## config.mk

```make
export PLATFORM = sky130hd
export DESIGN_NAME = cache_mem_adapter
export DESIGN_NICKNAME = d
export VERILOG_FILES = /design/src/rtl/cache_mem_adapter.sv
export SDC_FILE = /design/constraint.sdc
export NUM_CORES = 1
export LEC_CHECK = 0
export CAP_MARGIN = 20
export CORE_UTILIZATION = 49
export DETAILED_ROUTE_END_ITERATION = 7
export PLACE_DENSITY = 0.92
export SKIP_LAST_GASP = 1
export SYNTH_ARGS = -nofsm -noshare
export SYNTH_HDL_FRONTEND = slang
export SYNTH_SLANG_ARGS = --single-unit
```

## constraint.sdc

```tcl
create_clock -name clk -period 2.45 [get_ports clk]
set_input_delay 0.735 -clock clk [delete_from_list [all_inputs] [get_ports clk]]
set_output_delay 0.735 -clock clk [all_outputs]
set_load 0.01 [all_outputs]
```

## src/rtl/cache_mem_adapter.sv

```systemverilog
// cache_mem_adapter: memory-side stage below the cache controller FSM.
// Turns a line fill (mem_read) or line writeback (mem_write) into a burst of
// single-word transactions on the main-memory port, then pulses ca_resp.
// Optional build macro CACHE_MEM_TIMEOUT_EN adds a per-word ack watchdog that
// aborts the burst and reports ca_err; without it ca_err is tied low.
//
// Memory handshake: mm_req/mm_we/mm_addr/mm_wdata are held stable while
// mm_req=1 until a cycle with mm_ack=1; that cycle completes the word (and
// mm_rdata is sampled on reads). mm_ack while mm_req=0 is ignored.
module cache_mem_adapter #(
    parameter int ADDR_W         = 32,
    parameter int WORD_W         = 32,
    parameter int WORDS_PER_LINE = 4,
    parameter int TIMEOUT_CYCLES = 255
) (
    input  logic                             clk,
    input  logic                             rst_n,
    input  logic                             mem_read,
    input  logic                             mem_write,
    input  logic [ADDR_W-1:0]                line_addr,
    input  logic [WORD_W*WORDS_PER_LINE-1:0] wb_data,
    output logic [WORD_W*WORDS_PER_LINE-1:0] fill_data,
    output logic                             ca_resp,
    output logic                             ca_err,
    output logic                             mm_req,
    output logic                             mm_we,
    output logic [ADDR_W-1:0]                mm_addr,
    output logic [WORD_W-1:0]                mm_wdata,
    input  logic [WORD_W-1:0]                mm_rdata,
    input  logic                             mm_ack
);

    localparam int BPW    = WORD_W / 8;
    localparam int CNT_W  = (WORDS_PER_LINE > 1) ? $clog2(WORDS_PER_LINE) : 1;
    localparam int OFF_W  = $clog2(WORDS_PER_LINE * BPW);
    localparam int LINE_W = WORD_W * WORDS_PER_LINE;
    localparam logic [CNT_W-1:0] LAST = CNT_W'(WORDS_PER_LINE - 1);

    typedef enum logic [1:0] {
        IDLE     = 2'd0,
        WR_BURST = 2'd1,
        RD_BURST = 2'd2,
        RESP     = 2'd3
    } state_t;

    state_t              state;
    logic [CNT_W-1:0]    cnt;
    logic [ADDR_W-1:0]   base;
    logic [LINE_W-1:0]   wb_q;

    logic [ADDR_W-1:0]   line_base;
    logic [CNT_W-1:0]    cnt_nxt;
    logic [ADDR_W-1:0]   addr_nxt;
    logic                last_word;

    // Offset bits of the line address select a byte inside the line and are
    // deliberately dropped; the burst always starts at the line base.
    logic unused_offset;
    assign unused_offset = ^line_addr[OFF_W-1:0];

    assign line_base = {line_addr[ADDR_W-1:OFF_W], {OFF_W{1'b0}}};
    assign cnt_nxt   = cnt + 1'b1;
    assign addr_nxt  = base + ADDR_W'(int'(cnt_nxt) * BPW);
    assign last_word = (cnt == LAST);

`ifdef CACHE_MEM_TIMEOUT_EN
    localparam int WD_W = $clog2(TIMEOUT_CYCLES + 1);
    logic [WD_W-1:0] wd;
    logic            ca_err_q;
    assign ca_err = ca_err_q;
`else
    localparam int unused_timeout = TIMEOUT_CYCLES;
    assign ca_err = 1'b0;
`endif

    // Burst FSM with all memory-port and response outputs registered.
    always_ff @(posedge clk or negedge rst_n) begin
        if (!rst_n) begin
            state     <= IDLE;
            cnt       <= '0;
            base      <= '0;
            wb_q      <= '0;
            mm_req    <= 1'b0;
            mm_we     <= 1'b0;
            mm_addr   <= '0;
            mm_wdata  <= '0;
            fill_data <= '0;
            ca_resp   <= 1'b0;
`ifdef CACHE_MEM_TIMEOUT_EN
            wd        <= '0;
            ca_err_q  <= 1'b0;
`endif
        end else begin
            case (state)
                IDLE: begin
                    cnt <= '0;
`ifdef CACHE_MEM_TIMEOUT_EN
                    wd  <= '0;
`endif
                    // A simultaneous read is dropped: the writeback must go
                    // out first and the FSM re-issues the fill afterwards.
                    if (mem_write) begin
                        base     <= line_base;
                        wb_q     <= wb_data;
                        mm_req   <= 1'b1;
                        mm_we    <= 1'b1;
                        mm_addr  <= line_base;
                        mm_wdata <= wb_data[WORD_W-1:0];
                        state    <= WR_BURST;
                    end else if (mem_read) begin
                        base     <= line_base;
                        mm_req   <= 1'b1;
                        mm_we    <= 1'b0;
                        mm_addr  <= line_base;
                        mm_wdata <= '0;
                        state    <= RD_BURST;
                    end
                end
                WR_BURST, RD_BURST: begin
                    if (mm_ack) begin
                        if (state == RD_BURST) begin
                            fill_data[int'(cnt)*WORD_W +: WORD_W] <= mm_rdata;
                        end
`ifdef CACHE_MEM_TIMEOUT_EN
                        wd <= '0;
`endif
                        if (last_word) begin
                            mm_req  <= 1'b0;
                            mm_we   <= 1'b0;
                            ca_resp <= 1'b1;
                            state   <= RESP;
                        end else begin
                            cnt     <= cnt_nxt;
                            mm_addr <= addr_nxt;
                            if (state == WR_BURST) begin
                                mm_wdata <= wb_q[int'(cnt_nxt)*WORD_W +: WORD_W];
                            end
                        end
                    end
`ifdef CACHE_MEM_TIMEOUT_EN
                    // wd counts unacked cycles of the current word; the
                    // abort fires on the TIMEOUT_CYCLES-th such cycle.
                    else if (wd == WD_W'(TIMEOUT_CYCLES - 1)) begin
                        mm_req   <= 1'b0;
                        mm_we    <= 1'b0;
                        ca_resp  <= 1'b1;
                        ca_err_q <= 1'b1;
                        state    <= RESP;
                    end else begin
                        wd <= wd + 1'b1;
                    end
`endif
                end
                RESP: begin
                    ca_resp <= 1'b0;
`ifdef CACHE_MEM_TIMEOUT_EN
                    ca_err_q <= 1'b0;
`endif
                    state   <= IDLE;
                end
                default: state <= IDLE;
            endcase
        end
    end

endmodule
```

==> impl_metrics.csv <==
group,metric,value,unit
timing,finalWorstPathRequiredPeriod,2260,ps
timing,drv_slew,0,
critical_path,critical_path.cell_chain,"clkdlybuf4s50_1",
status,status,"completed",
clock_network,htree_levels,2,
yosys,synthFlopType,"dfrtp_1",
critical_path,cp-start-kind,"flip-flop",
min_path,hold_class,"in2async",
floorplanning,fp.dieH,175.5,µm
timing,worst_slew_pin_slew,528.6,ps
grt,antenna_found_initial,2,
routing,first_pass_iters,5,
clock_network,cts_tree,"yes",
yosys,ys_warn_count,0,
clock_network,cts_resized,0,
critical_path,path_buf_inv,1,
timing,setup_violations,0,
yosys,ys_types,41,
grt,grt_max_degree,67,
grt,track_usage,27.59,%
routing,detail-route-antenna-nets,0,
critical_path,crit_required,1710,ps
timing,rsz0062_at_grt,"false",
pwr,power_density,1328,nW/µm²
pwr,ir_drop,0.8577,mV
final_layout,drive_above_1_share,22.05,%
final_layout,multi_input_area,5505,µm²
yosys,synthesis.area,14750,µm²
place,dpl.hpwl,28130,µm
yosys,syn_avg_cell_area,14.71,µm²
critical_path,r2r_cells,6,
critical_path,worst_setup_path_end_kind,"output port",
pwr,pwr-share-comb,43.9,%
place,gp_congestion,0.8502,
grt,grt_pass1_vias,11570,
floorplanning,initial_core_util,49.77,%
yosys,synth-async-reset-ratio,100.0,%
final_layout,fillers,1908,
routing,drt_iter0_drc,626,
critical_path,worstPathMaxFanout,2,
final_layout,utilization,69.31,%
pwr,pwr-share-seq,35.4,%
final_layout,flow.area_growth_from_synthesis,39.25,%
critical_path,r2r-start,"state[0]",
timing,setup_tns,0,ps
floorplanning,row_count,63,
timing,skew,12.24,ps
pwr,p_leak,9.047,nW
clock_network,numCtsBuffers,37,
critical_path,worstSetupPathType,"reg2out",
timing,finalHoldViolations,0,
floorplanning,die_x,175.5,µm
clock_network,cts.sinks,353,
pwr,pwr-share-clk,20.7,%
final_layout,regArea,8837,µm²
yosys,ys_ff_latch,353,
grt,grt_pass1_wl,65470,µm
clock_network,clock_latency,520,ps
timing,fin_crit_sh,92.24,%
pwr,p_sw,8.914,mW
floorplanning,die_area,30800,µm²
routing,vias,10630,
routing,drt-wirelength-per-cell,23.33,µm
yosys,synth-edff-count,0,
critical_path,crit_family,"buffers and inverters",
critical_path,cpMaxStageDelayCell,"clkdlybuf4s50_1",
yosys,synth-seq-area-share,59.88,%
timing,slew_headroom,64.76,%
yosys,synthCells,1003,
clock_network,clock-root-buffer,"clkbuf_16",
grt,grt_overflow_total,0,
timing,fmax,0.4425,GHz
clock_network,path_clk_slew,60,ps
run,drv_cap,0,
place,io_buffers,385,
floorplanning,ioPinCount,393,
critical_path,cp_slowest_stage_delay,660,ps
clock_network,cts_hold_buf,0,
critical_path,arrival,1520,ps
floorplanning,core,29640,µm²
pwr,switching_share,32.68,%
critical_path,rr_endpoint,"mm_addr[8]",
critical_path,reg2reg_slack,310,ps
final_layout,nets,1604,
pwr,p_int,18.36,mW
routing,vias_per_cell,5.855,
routing,finalWirelength,42340,µm
clock_network,clk_path_buf_depth,3,
clock_network,post_cts_buffers,0,
routing,drc,0,
==> placed cells by master (no fill, tap or decap), types with 11 or more instances in the layout <==
cell type        netlist  routed
mux2_1                19      19
buf_4                  5      29
dfrtp_1              353     352
clkbuf_1              23      12
clkbuf_16              0      39
o32a_1                31      31
a22o_1               129     129
ha_1                  11      11
clkdlybuf4s50_1        0     384
o22ai_1               31      31
a21o_1                33      33
mux2i_1               67      67
mux2_2               197     197
buf_12                 0      19
==> worst max-delay path by stage <==
stage	from	to	depth (start not counted)
floorplan	cnt[0]	mm_wdata[10]	8
global placement	mm_ack	mm_addr[24]	5
detailed placement	mem_write	mm_addr[24]	5
CTS	mm_wdata[1]	mm_wdata[1]	1
global route	mm_wdata[0]	mm_wdata[0]	1
finish	mm_wdata[1]	mm_wdata[1]	1
==> layer usage <==
metal	vias up	part of all wire, %	global-route usage (%)
met2	518	51	48.46
met4	2	3.8	11.41
met3	108	8.0	7.165
met5	-	0.031	0
li1	4583	-	-
met1	5416	37	31.97
==> sequential cells by signal (all words and copies together) (netlist names) <==
| signal | cells |
|---|---|
| base | 28 |
| ca_resp | 1 |
| cnt | 2 |
| fill_data | 128 |
| mm_addr | 30 |
| mm_req | 1 |
| mm_wdata | 32 |
| mm_we | 1 |
| state | 2 |
| wb_q | 128 |
==> cells in the mapped netlist (2+ instances only) <==
cell | count | area, µm²
o22ai_1 | 31 | 193.9
buf_2 | 45 | 225.2
clkbuf_1 | 23 | 86.33
dfrtp_1 | 353 | 8833
nand3_1 | 4 | 20.02
mux2i_1 | 67 | 670.6
ha_1 | 11 | 137.6
and3_1 | 2 | 12.51
nor2_1 | 2 | 7.510
buf_4 | 5 | 37.54
nand2b_1 | 4 | 25.02
buf_6 | 8 | 90.09
a22o_1 | 129 | 1130
a21boi_0 | 2 | 15.01
mux2_2 | 197 | 2218
inv_1 | 5 | 18.77
mux2_1 | 19 | 214.0
nor2b_1 | 2 | 12.51
o21ai_0 | 7 | 35.03
nand2_1 | 4 | 15.01
o32a_1 | 31 | 310.3
a21o_1 | 33 | 247.7
==> kinds of logic after synthesis <==
group           Yosys count  share of synthesized area (%)
flops                   353                          59.88
xor+xnor                  1                        0.05938
mux                     283                          21.03
other cells               1                        0.02542
fa+ha+maj                11                         0.9330
simple gates             28                          1.484
compound gates          239                          13.45
buf+inv                  87                          3.130
==> final cells by class <==
type | count | area share (%)
timing repair buffer | 433 | 21.70
inverter | 6 | 0.1096
sequential | 353 | 43.02
clock buffer | 59 | 5.506
multi-input combinational | 565 | 26.80
clock inverter | 8 | 0.4751
antenna | 1 | 0.01218
tap | 390 | 2.376
==> power groups by stage <==
stage | sequential, mW | clock, mW | combinational, mW
2_1_floorplan | 9.76 | 0 | 6.98
3_3_place_gp | 9.49 | 0 | 11.6
3_5_place_dp | 9.67 | 0 | 12.0
4_1_cts | 9.62 | 5.75 | 12.1
5_1_grt | 9.89 | 5.96 | 12.8
6_report | 9.65 | 5.64 | 12.0
==> through the flow <==
stage | cells | total power, mW | setup WS (ps) | cell area [µm²] | hold slack (ps)
after floorplan | 1005 | 16.73 | 326.1 | 14760 | 439.4
after global placement | 1747 | 21.05 | 24.58 | 19310 | 467.6
after detailed placement | 1747 | 21.65 | 6.600 | 19310 | 474.0
after CTS | 1814 | 27.47 | 167.1 | 20540 | 165.1
after global routing | 1815 | 28.63 | 169.9 | 20540 | 180.5
final | 1815 | 27.27 | 190.2 | 20540 | 160.5
Power figures use the tool's default switching activity.
